**src/rtl/ysyx_23060136_ifu_bht.sv**
```systemverilog
// IFU branch history table + target buffer: 2-bit saturating counters with tagged targets,
// zero-latency lookup for the fetch PC, training from EXU branch resolution.
module ysyx_23060136_ifu_bht #(
   parameter int BITS_W  = 32,
   parameter int ENTRIES = 16,
   parameter int IDX_W   = 4,
   parameter int TAG_W   = 8
) (
   input  logic              clk,
   input  logic              rst,
   input  logic [BITS_W-1:0] IFU_pc,
   output logic              IFU_pre_take,
   output logic [BITS_W-1:0] IFU_pre_target,
   input  logic [BITS_W-1:0] BHT_pc,
   input  logic              BHT_pre_true,
   input  logic              BHT_pre_false,
   input  logic              BHT_actual_take,
   input  logic [BITS_W-1:0] BHT_target,
   output logic [31:0]       perf_branch_cnt,
   output logic [31:0]       perf_miss_cnt
);

   logic [ENTRIES-1:0] valid_q;
   logic [1:0]         cnt_q    [ENTRIES];
   logic [TAG_W-1:0]   tag_q    [ENTRIES];
   logic [BITS_W-1:0]  target_q [ENTRIES];
   logic [31:0]        branch_cnt_q;
   logic [31:0]        miss_cnt_q;

   function automatic logic [1:0] sat_inc(input logic [1:0] c);
      return (c == 2'b11) ? c : c + 2'b01;
   endfunction

   function automatic logic [1:0] sat_dec(input logic [1:0] c);
      return (c == 2'b00) ? c : c - 2'b01;
   endfunction

   logic [IDX_W-1:0] rd_idx;
   logic [TAG_W-1:0] rd_tag;
   logic [IDX_W-1:0] wr_idx;
   logic [TAG_W-1:0] wr_tag;
   logic             rd_hit;
   logic             wr_hit;
   logic             upd;

   assign rd_idx = IFU_pc[IDX_W+1:2];
   assign rd_tag = IFU_pc[IDX_W+TAG_W+1:IDX_W+2];
   assign wr_idx = BHT_pc[IDX_W+1:2];
   assign wr_tag = BHT_pc[IDX_W+TAG_W+1:IDX_W+2];
   assign upd    = BHT_pre_true | BHT_pre_false;

   // Lookup reads the registered table only, so a same-cycle update is seen next cycle
   assign rd_hit         = valid_q[rd_idx] & (tag_q[rd_idx] == rd_tag);
   assign wr_hit         = valid_q[wr_idx] & (tag_q[wr_idx] == wr_tag);
   assign IFU_pre_take   = rd_hit & cnt_q[rd_idx][1];
   assign IFU_pre_target = IFU_pre_take ? target_q[rd_idx] : IFU_pc + BITS_W'(4);

   assign perf_branch_cnt = branch_cnt_q;
   assign perf_miss_cnt   = miss_cnt_q;

   // Control state: valid bits and counters
   always_ff @(posedge clk) begin
      if (rst) begin
         valid_q <= '0;
         for (int i = 0; i < ENTRIES; i++) cnt_q[i] <= 2'b01;
      end else if (upd) begin
         if (wr_hit) begin
            cnt_q[wr_idx] <= BHT_actual_take ? sat_inc(cnt_q[wr_idx]) : sat_dec(cnt_q[wr_idx]);
         end else if (BHT_actual_take) begin
            valid_q[wr_idx] <= 1'b1;
            cnt_q[wr_idx]   <= 2'b10;
         end
      end
   end

   // Tag/target need no reset; a hit rewrites the same tag, a miss allocates it
   always_ff @(posedge clk) begin
      if (!rst && upd && BHT_actual_take) begin
         tag_q[wr_idx]    <= wr_tag;
         target_q[wr_idx] <= BHT_target;
      end
   end

   always_ff @(posedge clk) begin
      if (rst) begin
         branch_cnt_q <= '0;
         miss_cnt_q   <= '0;
      end else begin
         if (upd)           branch_cnt_q <= branch_cnt_q + 32'd1;
         if (BHT_pre_false) miss_cnt_q   <= miss_cnt_q + 32'd1;
      end
   end

   logic unused_pc_bits;
   assign unused_pc_bits = ^{IFU_pc[1:0], IFU_pc[BITS_W-1:IDX_W+TAG_W+2],
                             BHT_pc[1:0], BHT_pc[BITS_W-1:IDX_W+TAG_W+2]};

endmodule

```
**config.mk**
```make
export PLATFORM = sky130hd
export DESIGN_NAME = ysyx_23060136_ifu_bht
export DESIGN_NICKNAME = d
export VERILOG_FILES = /design/src/rtl/ysyx_23060136_ifu_bht.sv
export SDC_FILE = /design/constraint.sdc
export NUM_CORES = 1
export LEC_CHECK = 0
export CAP_MARGIN = 20
export CORE_MARGIN = 2
export CORE_UTILIZATION = 60
export CTS_BUF_LIST = sky130_fd_sc_hd__clkbuf_2
export DETAILED_ROUTE_END_ITERATION = 7
export PLACE_DENSITY = 0.8
export SYNTH_ARGS = -nofsm -noshare
export SYNTH_HDL_FRONTEND = slang
export SYNTH_SLANG_ARGS = --single-unit
```
**constraint.sdc**
```tcl
create_clock -name clk -period 5 [get_ports clk]
set_input_delay 1 -clock clk [delete_from_list [all_inputs] [get_ports clk]]
set_output_delay 1 -clock clk [all_outputs]
set_load 0.02 [all_outputs]
```
==> metrics.yaml, run 1 <==
outcome: "complete, but fails checks"
failed_checks: "negative setup slack"
synth.cell_area_mm2: 0.03203
max_slew_margin_pct: 33.45
ir_worst_vdd_mv: 0.2079
setup_ws_ns: -0.1539
wire_length_of_the_first_global_routing_pass_um: 116800
post_route_cells_drive_above_1_share_pct: 31.83
ioPinCount: 198
remaining_drc_errors: 0
number_of_cells_on_the_worst_reg_to_reg_path: 8
setup.worst_path.end_class: "output port"
worstHoldStart: "rst"
dp_hpwl_um: 45280
post_drt_wl_per_cell_um: 26.56
timing.hold.ws_ns: 0.3191
grt_setup_unrepaired: "yes"
cap_viol_max_count: 0
start_kind: "flip-flop"
drtAntennaViolNets: 0
synth.yosys.seq_area_share_pct: 68.00
fp.dieW_um: 235.1
worstPathRequired_ns: 4.00
drt_first_iter_violations: 1984
cts_inserted_buffers: 182
max_clock_freq_mhz: 194.0
first_global_vias: 19010
layout-area-overhead-vs-synth_pct: 15.55
cts_root_buffer: "sky130_fd_sc_hd__clkbuf_2"
tns_ns: -3.787
crit-reg2reg-launch: "tag_q[3][2]"
num_rows: 84
startpoint: "tag_q[3][6]"
post_dr_vias_cell: 6.411
min_path_type: "input port to flip-flop"
number_of_enable_type_register_cells_in_the_synthesized_netlist: 672
syn_area_per_cell_um2: 18.31
worst_clock_skew_ns: 0.1146
post_synth_inst_count: 1749
die-height_um: 235.1
final_routed_wirelength_across_all_metal_layers_um: 78240
ctsHtreeMaxLevel: 4
max_slew.worst_pin.slew_ns: 0.9982
postSynthNetCount: 1853
vias: 18890
cts_sinks: 752
place_ws_ns: -0.2070
globalRouteTotalUtil_pct: 28.61
power_per_cell_area_mw_per_mm2: 319.8
static-leakage-power_nw: 12.52
fin_crit_sh_pct: 103.1
finalCriticalPeriod_ns: 5.154
gp_congestion: 0.9135
synthArstFlopShare_pct: 0
layout.nets: 2217
layout.cell_area.non_filler_mm2: 0.03701
grt_antenna_before_repair: 3
fp.coreArea_mm2: 0.05266
final-setup-viol-count: 32
cts-root-to-sink-buffers: 3
globalRoute.totalOverflow: 0
clock_latency_ns: 1.40
total_power_w: 0.01184
cts.clk_slew.worst_paths_ns: 0.11
place.port_buffers: 177
crit_fanout: 7
yosys_most_used_dff: "sky130_fd_sc_hd__edfxtp_1"
detailed_place.area_mm2: 0.03520
total_area_of_multi_input_combinational_cells_mm2: 0.009733
hold_viol_final: 0
fillerInstances: 3296
drtPass1Iterations: 5
die-area_mm2: 0.05525
synthesis.yosys.warnings: 0
grt_max_degree: 98
floorplan.initialDensity_pct: 60.83
report.final.slew_viol_count: 0
crit_arrival_ns: 4.15
synthDistinctLibCells: 69
cts_tree: "yes"
min_delay_path_depth: 4
layout.area.seq_mm2: 0.02178
timing.setup.critical_path_class: "flip-flop to output port"
synth.ff_latch_count: 752
-- worst max-delay path: stages (launching register included) --
cell	delay [ns]
sky130_fd_sc_hd__edfxtp_1	0.42
sky130_fd_sc_hd__mux4_2	0.47
sky130_fd_sc_hd__mux4_2	0.47
sky130_fd_sc_hd__xnor2_1	0.15
sky130_fd_sc_hd__buf_4	0.13
sky130_fd_sc_hd__and3_4	0.18
sky130_fd_sc_hd__nand4_4	0.10
sky130_fd_sc_hd__buf_12	0.19
sky130_fd_sc_hd__clkbuf_16	0.18
sky130_fd_sc_hd__mux2_4	0.31
sky130_fd_sc_hd__buf_6	0.13
-- registers in the layout (all words and copies together) (netlist names) --
name and flops:
cnt_q 32, tag_q 128, valid_q 16, perf_miss_cnt 32
perf_branch_cnt 32, target_q 512
-- layout make-up --
| type | instances | area share, % |
|---|---|---|
| Clock buffer | 266 | 3.597 |
| Tap cell | 688 | 2.326 |
| Timing Repair Buffer | 278 | 7.738 |
| Clock inverter | 61 | 0.9093 |
| Inverter | 27 | 0.2738 |
| Antenna cell | 2 | 0.01352 |
| Multi-Input combinational cell | 872 | 26.30 |
| Sequential cell | 752 | 58.85 |
-- cell usage in the layout (no fill, tap or decap), types with 10 or more instances in the layout --
cell                              netlist  layout
sky130_fd_sc_hd__o21bai_1              16      16
sky130_fd_sc_hd__and3_1                18      17
sky130_fd_sc_hd__or3b_1                13      13
sky130_fd_sc_hd__nor2_4                 0      15
sky130_fd_sc_hd__nand3_1               49      49
sky130_fd_sc_hd__mux2_4                29      30
sky130_fd_sc_hd__nor3_1                19      19
sky130_fd_sc_hd__and2_1                10      10
sky130_fd_sc_hd__buf_4                  8      80
sky130_fd_sc_hd__or3_1                 12      12
sky130_fd_sc_hd__a21oi_1               14      14
sky130_fd_sc_hd__nand2_1               75      75
sky130_fd_sc_hd__clkdlybuf4s50_1        0     137
sky130_fd_sc_hd__mux4_2               225     225
sky130_fd_sc_hd__o32ai_1               15      15
sky130_fd_sc_hd__buf_12                 1      22
sky130_fd_sc_hd__nand4_1               23      23
sky130_fd_sc_hd__mux2i_1               55      55
sky130_fd_sc_hd__o21ai_0               15      15
sky130_fd_sc_hd__dfxtp_1               80      80
sky130_fd_sc_hd__nor2_1               104      89
sky130_fd_sc_hd__xor2_1                58      58
sky130_fd_sc_hd__clkbuf_2               0     266
sky130_fd_sc_hd__xnor2_1               35      34
sky130_fd_sc_hd__edfxtp_1             672     672
sky130_fd_sc_hd__clkinv_1               1      40
sky130_fd_sc_hd__buf_6                 11      32
sky130_fd_sc_hd__inv_1                 26      25
-- synthesized netlist by cell type (8+ instances only) --
cell	number	area share, %
sky130_fd_sc_hd__edfxtp_1	672	63
sky130_fd_sc_hd__mux4_2	225	16
sky130_fd_sc_hd__nor2_1	104	1.2
sky130_fd_sc_hd__dfxtp_1	80	5.0
sky130_fd_sc_hd__nand2_1	75	0.88
sky130_fd_sc_hd__xor2_1	58	1.6
sky130_fd_sc_hd__mux2i_1	55	1.7
sky130_fd_sc_hd__nand3_1	49	0.77
sky130_fd_sc_hd__clkbuf_1	38	0.45
sky130_fd_sc_hd__xnor2_1	35	0.96
sky130_fd_sc_hd__buf_2	29	0.45
sky130_fd_sc_hd__mux2_4	29	1.4
sky130_fd_sc_hd__inv_1	26	0.30
sky130_fd_sc_hd__nand4_1	23	0.45
sky130_fd_sc_hd__nor3_1	19	0.30
sky130_fd_sc_hd__and3_1	18	0.35
sky130_fd_sc_hd__o21bai_1	16	0.38
sky130_fd_sc_hd__o21ai_0	15	0.23
sky130_fd_sc_hd__o32ai_1	15	0.41
sky130_fd_sc_hd__a21oi_1	14	0.22
sky130_fd_sc_hd__or3b_1	13	0.36
sky130_fd_sc_hd__or3_1	12	0.23
sky130_fd_sc_hd__buf_6	11	0.39
sky130_fd_sc_hd__and2_1	10	0.20
sky130_fd_sc_hd__buf_1	10	0.12
sky130_fd_sc_hd__buf_4	8	0.19
-- worst paths after layout --
check                                           to  slack (ns)
worst max-delay path            IFU_pre_target[16]       -0.15
worst min register to register         valid_q[15]        0.49
worst max register to register         cnt_q[7][0]        1.90
worst min-delay path                  cnt_q[13][0]        0.32
-- where the power goes --
part / internal (W) / switching [W] / leakage (nW)
sequential: 0.00690 / 0.0000309 / 6.72
clock: 0.00155 / 0.00243 / 1.27
combinational: 0.000431 / 0.000486 / 4.53
-- cell families after synthesis --
| family | count (synthesis) | share of synthesized area [%] |
|---|---|---|
| AND/OR/NAND/NOR | 358 | 5.684 |
| AO/OA/AOI/OAI | 103 | 2.438 |
| buffers and inverters | 125 | 2.016 |
| flip-flops | 752 | 68.00 |
| multiplexers | 315 | 19.20 |
| adder cells (fa/ha/maj) | 3 | 0.1172 |
| XOR/XNOR | 93 | 2.543 |
-- metrics by stage --
step | utilization, % | instances
6_report | 70.29 | 2946
4_1_cts | 70.10 | 2942
3_3_place_gp | 66.85 | 2612
2_1_floorplan | - | 1749
3_5_place_dp | 66.85 | 2612
5_1_grt | 70.29 | 2946
-- routing by layer --
layer	vias up	track usage, %	wire (µm)
met4	2	9.340	1764
met1	9712	39.32	30380
met2	1090	45.12	38610
met3	142	7.766	7480
li1	7941	-	-
met5	-	0	13
-- repair_timing --
item                       in CTS  in global routing
gates cloned                    1                  1
pin swaps                       2                  1
hold buffers                    0                  0
setup endpoints to repair      33                 32
gates resized for setup       172                 24
setup buffers                   2                  1
Note: power is estimated with default switching activity, not from simulation.
==> run 2: changes to the inputs <==
--- a/config.mk
+++ b/config.mk
@@ -5,10 +5,10 @@
 export SDC_FILE = /design/constraint.sdc
 export NUM_CORES = 1
 export LEC_CHECK = 0
-export CAP_MARGIN = 20
+export ABC_AREA = 1
+export CAP_MARGIN = 5
 export CORE_MARGIN = 2
 export CORE_UTILIZATION = 60
-export CTS_BUF_LIST = sky130_fd_sc_hd__clkbuf_2
 export DETAILED_ROUTE_END_ITERATION = 7
 export PLACE_DENSITY = 0.8
 export SYNTH_ARGS = -nofsm -noshare
==> run 2 against run 1 <==
  * The run now ends clean
  * Core utilization grew 1.3 points
  * Hold slack gained 0.14 ns
  * Routed wire length grew 22%
  * Cell area grew 4.3%
  * Clock skew shrank 0.081 ns
  * Final cell count grew 39%
  * Via count grew 35%
  * Sequential cell count is the same
  * First-iteration DRC count grew 86%
==> metrics.yaml, run 2 <==
num_rows: 85  # +1.2%
setup.worst_path.end_class: "output port"
most_common_cell_type_on_the_critical_path: "sky130_fd_sc_hd__nand2_1"
crit_path_max_incr_delay_ns: 0.33  # -0.14 ns
setup_ws_ns: 0.2240  # +0.3779 ns
crit_fanout: 24  # +17
yosys_most_used_dff: "sky130_fd_sc_hd__edfxtp_1"
reg.largest.list: "target_q: 512 flops, tag_q: 128 flops"
postSynthNetCount: 3197  # +73%
cts_tree: "yes"
cts-root-to-sink-buffers: 3  # unchanged
netlist_top_cells_count: "sky130_fd_sc_hd__nand2_1 (940), sky130_fd_sc_hd__edfxtp_1 (672), sky130_fd_sc_hd__nor2_1 (203)"
die-height_um: 237.7  # +1.1%
place.port_buffers: 177  # unchanged
synth.yosys.seq_area_share_pct: 66.45  # -1.6 points
largest_register_ff_count: 512  # unchanged
vias: 25590  # +35%
report.final.slew_viol_count: 0  # unchanged
outcome: "completed"
globalRoute.totalOverflow: 0  # unchanged
floorplan.initialDensity_pct: 60.79  # about the same
synthArstFlopShare_pct: 0  # unchanged
detailed_place.area_mm2: 0.03603  # +2.3%
finalCriticalPeriod_ns: 4.776  # -0.3779 ns
post-synth-top-count-cell: "sky130_fd_sc_hd__nand2_1"
psw_w: 0.003146  # +6.6%
cts.clk_slew.worst_paths_ns: 0.06  # -0.05 ns
layout.nets: 3437  # +55%
power.switching_fraction_pct: 23.36  # -1.6 points
post_dr_vias_cell: 6.254  # -2.4%
cap_viol_max_count: 0  # unchanged
ioPinCount: 198  # unchanged
worst_clock_skew_ns: 0.03398  # -0.08062 ns
fillerInstances: 3549  # +7.7%
cts_inserted_buffers: 76  # -58%
max_clock_freq_mhz: 209.4  # +7.9%
ys_top_cells_by_area: "sky130_fd_sc_hd__edfxtp_1 (62%), sky130_fd_sc_hd__nand2_1 (11%), sky130_fd_sc_hd__dfxtp_1 (4.9%), sky130_fd_sc_hd__a22oi_1 (3.3%), sky130_fd_sc_hd__nand3_1 (2.3%)"
timing.critical_path.cells: "buf_2 > inv_2 > buf_12 > o211ai_1 > o211ai_1 > nand3_1 > nand2_1 > nand2_1 > nand2_1 > nor2_1 > nand3_2 > nor2_4 > buf_12 > clkinvlp_4 > buf_12 > nand2_1 > nand2_1 > dlygate4sd2_1"
layout.cell_area.non_filler_mm2: 0.03860  # +4.3%
first_global_vias: 24350  # +28%
netlist.area_leader.share_pct: 61.56  # -1.4 points
syn_area_per_cell_um2: 10.60  # -42%
drtAntennaViolNets: 0  # unchanged
number_of_enable_type_register_cells_in_the_synthesized_netlist: 672  # unchanged
final_routed_wirelength_across_all_metal_layers_um: 95630  # +22%
ctsHtreeMaxLevel: 3  # -1
max_slew_margin_pct: 39.29  # +5.8 points
drt_first_iter_violations: 3694  # +86%
post_route_cells_drive_above_1_share_pct: 9.522  # -22 points
post_drt_wl_per_cell_um: 23.37  # -12%
layout-area-overhead-vs-synth_pct: 17.77
critical_path.top_delay_family: "buffers and inverters"
post_synth_inst_count: 3093  # +77%
remaining_drc_errors: 0  # unchanged
grt_setup_unrepaired: "no"
fp.coreArea_mm2: 0.05392  # +2.4%
gp_congestion: 0.9944  # +8.9%
hold_viol_final: 0  # unchanged
max_slew.worst_pin.slew_ns: 0.9107  # -0.08750 ns
grt_antenna_before_repair: 3  # unchanged
fp.dieW_um: 237.7  # +1.1%
most-common-layout-cells: "sky130_fd_sc_hd__nand2_1 (931), sky130_fd_sc_hd__edfxtp_1 (672), sky130_fd_sc_hd__nor2_1 (184)"
timing.critical_path.buf_inv: 7  # +3
worstPathRequired_ns: 4.00  # about the same
hold_buffer_count_at_cts: 0  # unchanged
synth.cell_area_mm2: 0.03278  # +2.3%
power_per_cell_area_mw_per_mm2: 348.8  # +9.1%
dp_hpwl_um: 56570  # +25%
synth.ff_latch_count: 752  # unchanged
critical-path-slowest-cell: "sky130_fd_sc_hd__dlygate4sd2_1"
top_register: "target_q"
min_path_type: "flip-flop to flip-flop"
yosys.area.top_type: "sky130_fd_sc_hd__edfxtp_1"
timing.setup.critical_path_class: "input port to output port"
start_kind: "input port"
cts_sinks: 752  # unchanged
grt_max_degree: 85  # -13%
p_comb_share_pct: 8.1  # +0.4 points
internal-power_w: 0.01032  # +16%
fin_crit_sh_pct: 95.52  # -7.6 points
static-leakage-power_nw: 14.07  # +12%
drtPass1Iterations: 6  # +1
die-area_mm2: 0.05652  # +2.3%
place_ws_ns: -0.3468  # -0.1397 ns
final-setup-viol-count: 0  # -100%
layout.cells.most_common: "sky130_fd_sc_hd__nand2_1"
synthesis.yosys.warnings: 0  # unchanged
cts_root_buffer: "sky130_fd_sc_hd__clkbuf_16"
ir_worst_vdd_mv: 0.3450  # +66%
clock_latency_ns: 0.63  # -0.77 ns
seq_power_share_pct: 51.5  # -7.1 points
power.share.clock_pct: 40.5  # +6.8 points
globalRouteTotalUtil_pct: 33.33  # +4.7 points
wire_length_of_the_first_global_routing_pass_um: 141700  # +21%
synthDistinctLibCells: 46  # -33%
crit_arrival_ns: 3.78  # -0.37 ns
tns_ns: 0  # +3.787 ns
## run 2: cell count changes in the layout (fill, tap and decap cells not counted), moves of 129 or more
| cell | previous run | this run |
|---|---|---|
| sky130_fd_sc_hd__a22oi_1 | 6 | 144 |
| sky130_fd_sc_hd__inv_1 | 25 | 170 |
| sky130_fd_sc_hd__a21oi_1 | 14 | 143 |
| sky130_fd_sc_hd__nand2_1 | 75 | 931 |
| sky130_fd_sc_hd__clkbuf_2 | 266 | 5 |
| sky130_fd_sc_hd__mux4_2 | 225 | 0 |
## run 2: final cells by class
type	instances	area (µm²)	share of cell area, %
tap	696	870.8	2.256
multi-input combinational	2004	9697	25.12
clock inverter	33	349.1	0.9043
antenna	3	7.507	0.01945
inverter	184	711.9	1.844
clock buffer	104	2049	5.309
timing repair buffer	315	3138	8.129
sequential	752	21780	56.42
## run 2: timing repair
item | in CTS | in global routing
buffers inserted | 7 | 3
pin swaps | 1 | 5
setup endpoints to repair | 33 | 32
hold endpoints to repair | 0 | 0
resized for setup | 53 | 41
cloned | 1 | 1
## run 2: per-layer routing
| layer | share of wire, % | GRT usage [%] |
|---|---|---|
| met3 | 13 | 6.747 |
| met4 | 4.3 | 13.59 |
| met2 | 46 | 52.06 |
| met5 | 0.014 | 0 |
| met1 | 37 | 46.20 |
## run 2: power by group through the flow
stage	logic [W]	registers (W)	clock network, W
floorplan	0.000560	0.00706	0
global placement	0.00101	0.00706	0
detailed placement	0.00104	0.00706	0
CTS	0.00105	0.00693	0.00548
global route	0.00116	0.00693	0.00573
finish	0.00109	0.00693	0.00545
## run 2: kinds of logic (layout without fill, tap and decap cells)
group           count (synthesis)  in the layout  share of synthesized area [%]
simple gates                 1408           1408                          17.50
flops                         752            752                          66.45
compound gates                547            547                          10.13
buf+inv                       337            636                          4.577
xor+xnor                       46             46                          1.229
fa+ha+maj                       3              3                         0.1145
other cells                     0              3                              0
## run 2: per-stage QoR
step                      cells  power (W)  util (%)  hold slack, ns
after floorplan            3093   0.007622         -          0.4494
after global placement     3939   0.008069     66.81          0.4345
after detailed placement   3939   0.008100     66.81          0.4517
after CTS                  4084    0.01346     71.41          0.4602
after global routing       4089    0.01382     71.59          0.4905
final                      4091    0.01347     71.60          0.4610
## run 2: worst paths after layout
kind	cells after the start	end	start	slack [ns]
setup / recovery	18	IFU_pre_target[20]	IFU_pc[2]	0.22
hold / removal	1	perf_branch_cnt[31]	perf_branch_cnt[31]	0.46
setup reg to reg	14	cnt_q[14][0]	tag_q[7][6]	2.36
hold reg to reg	1	perf_branch_cnt[31]	perf_branch_cnt[31]	0.46
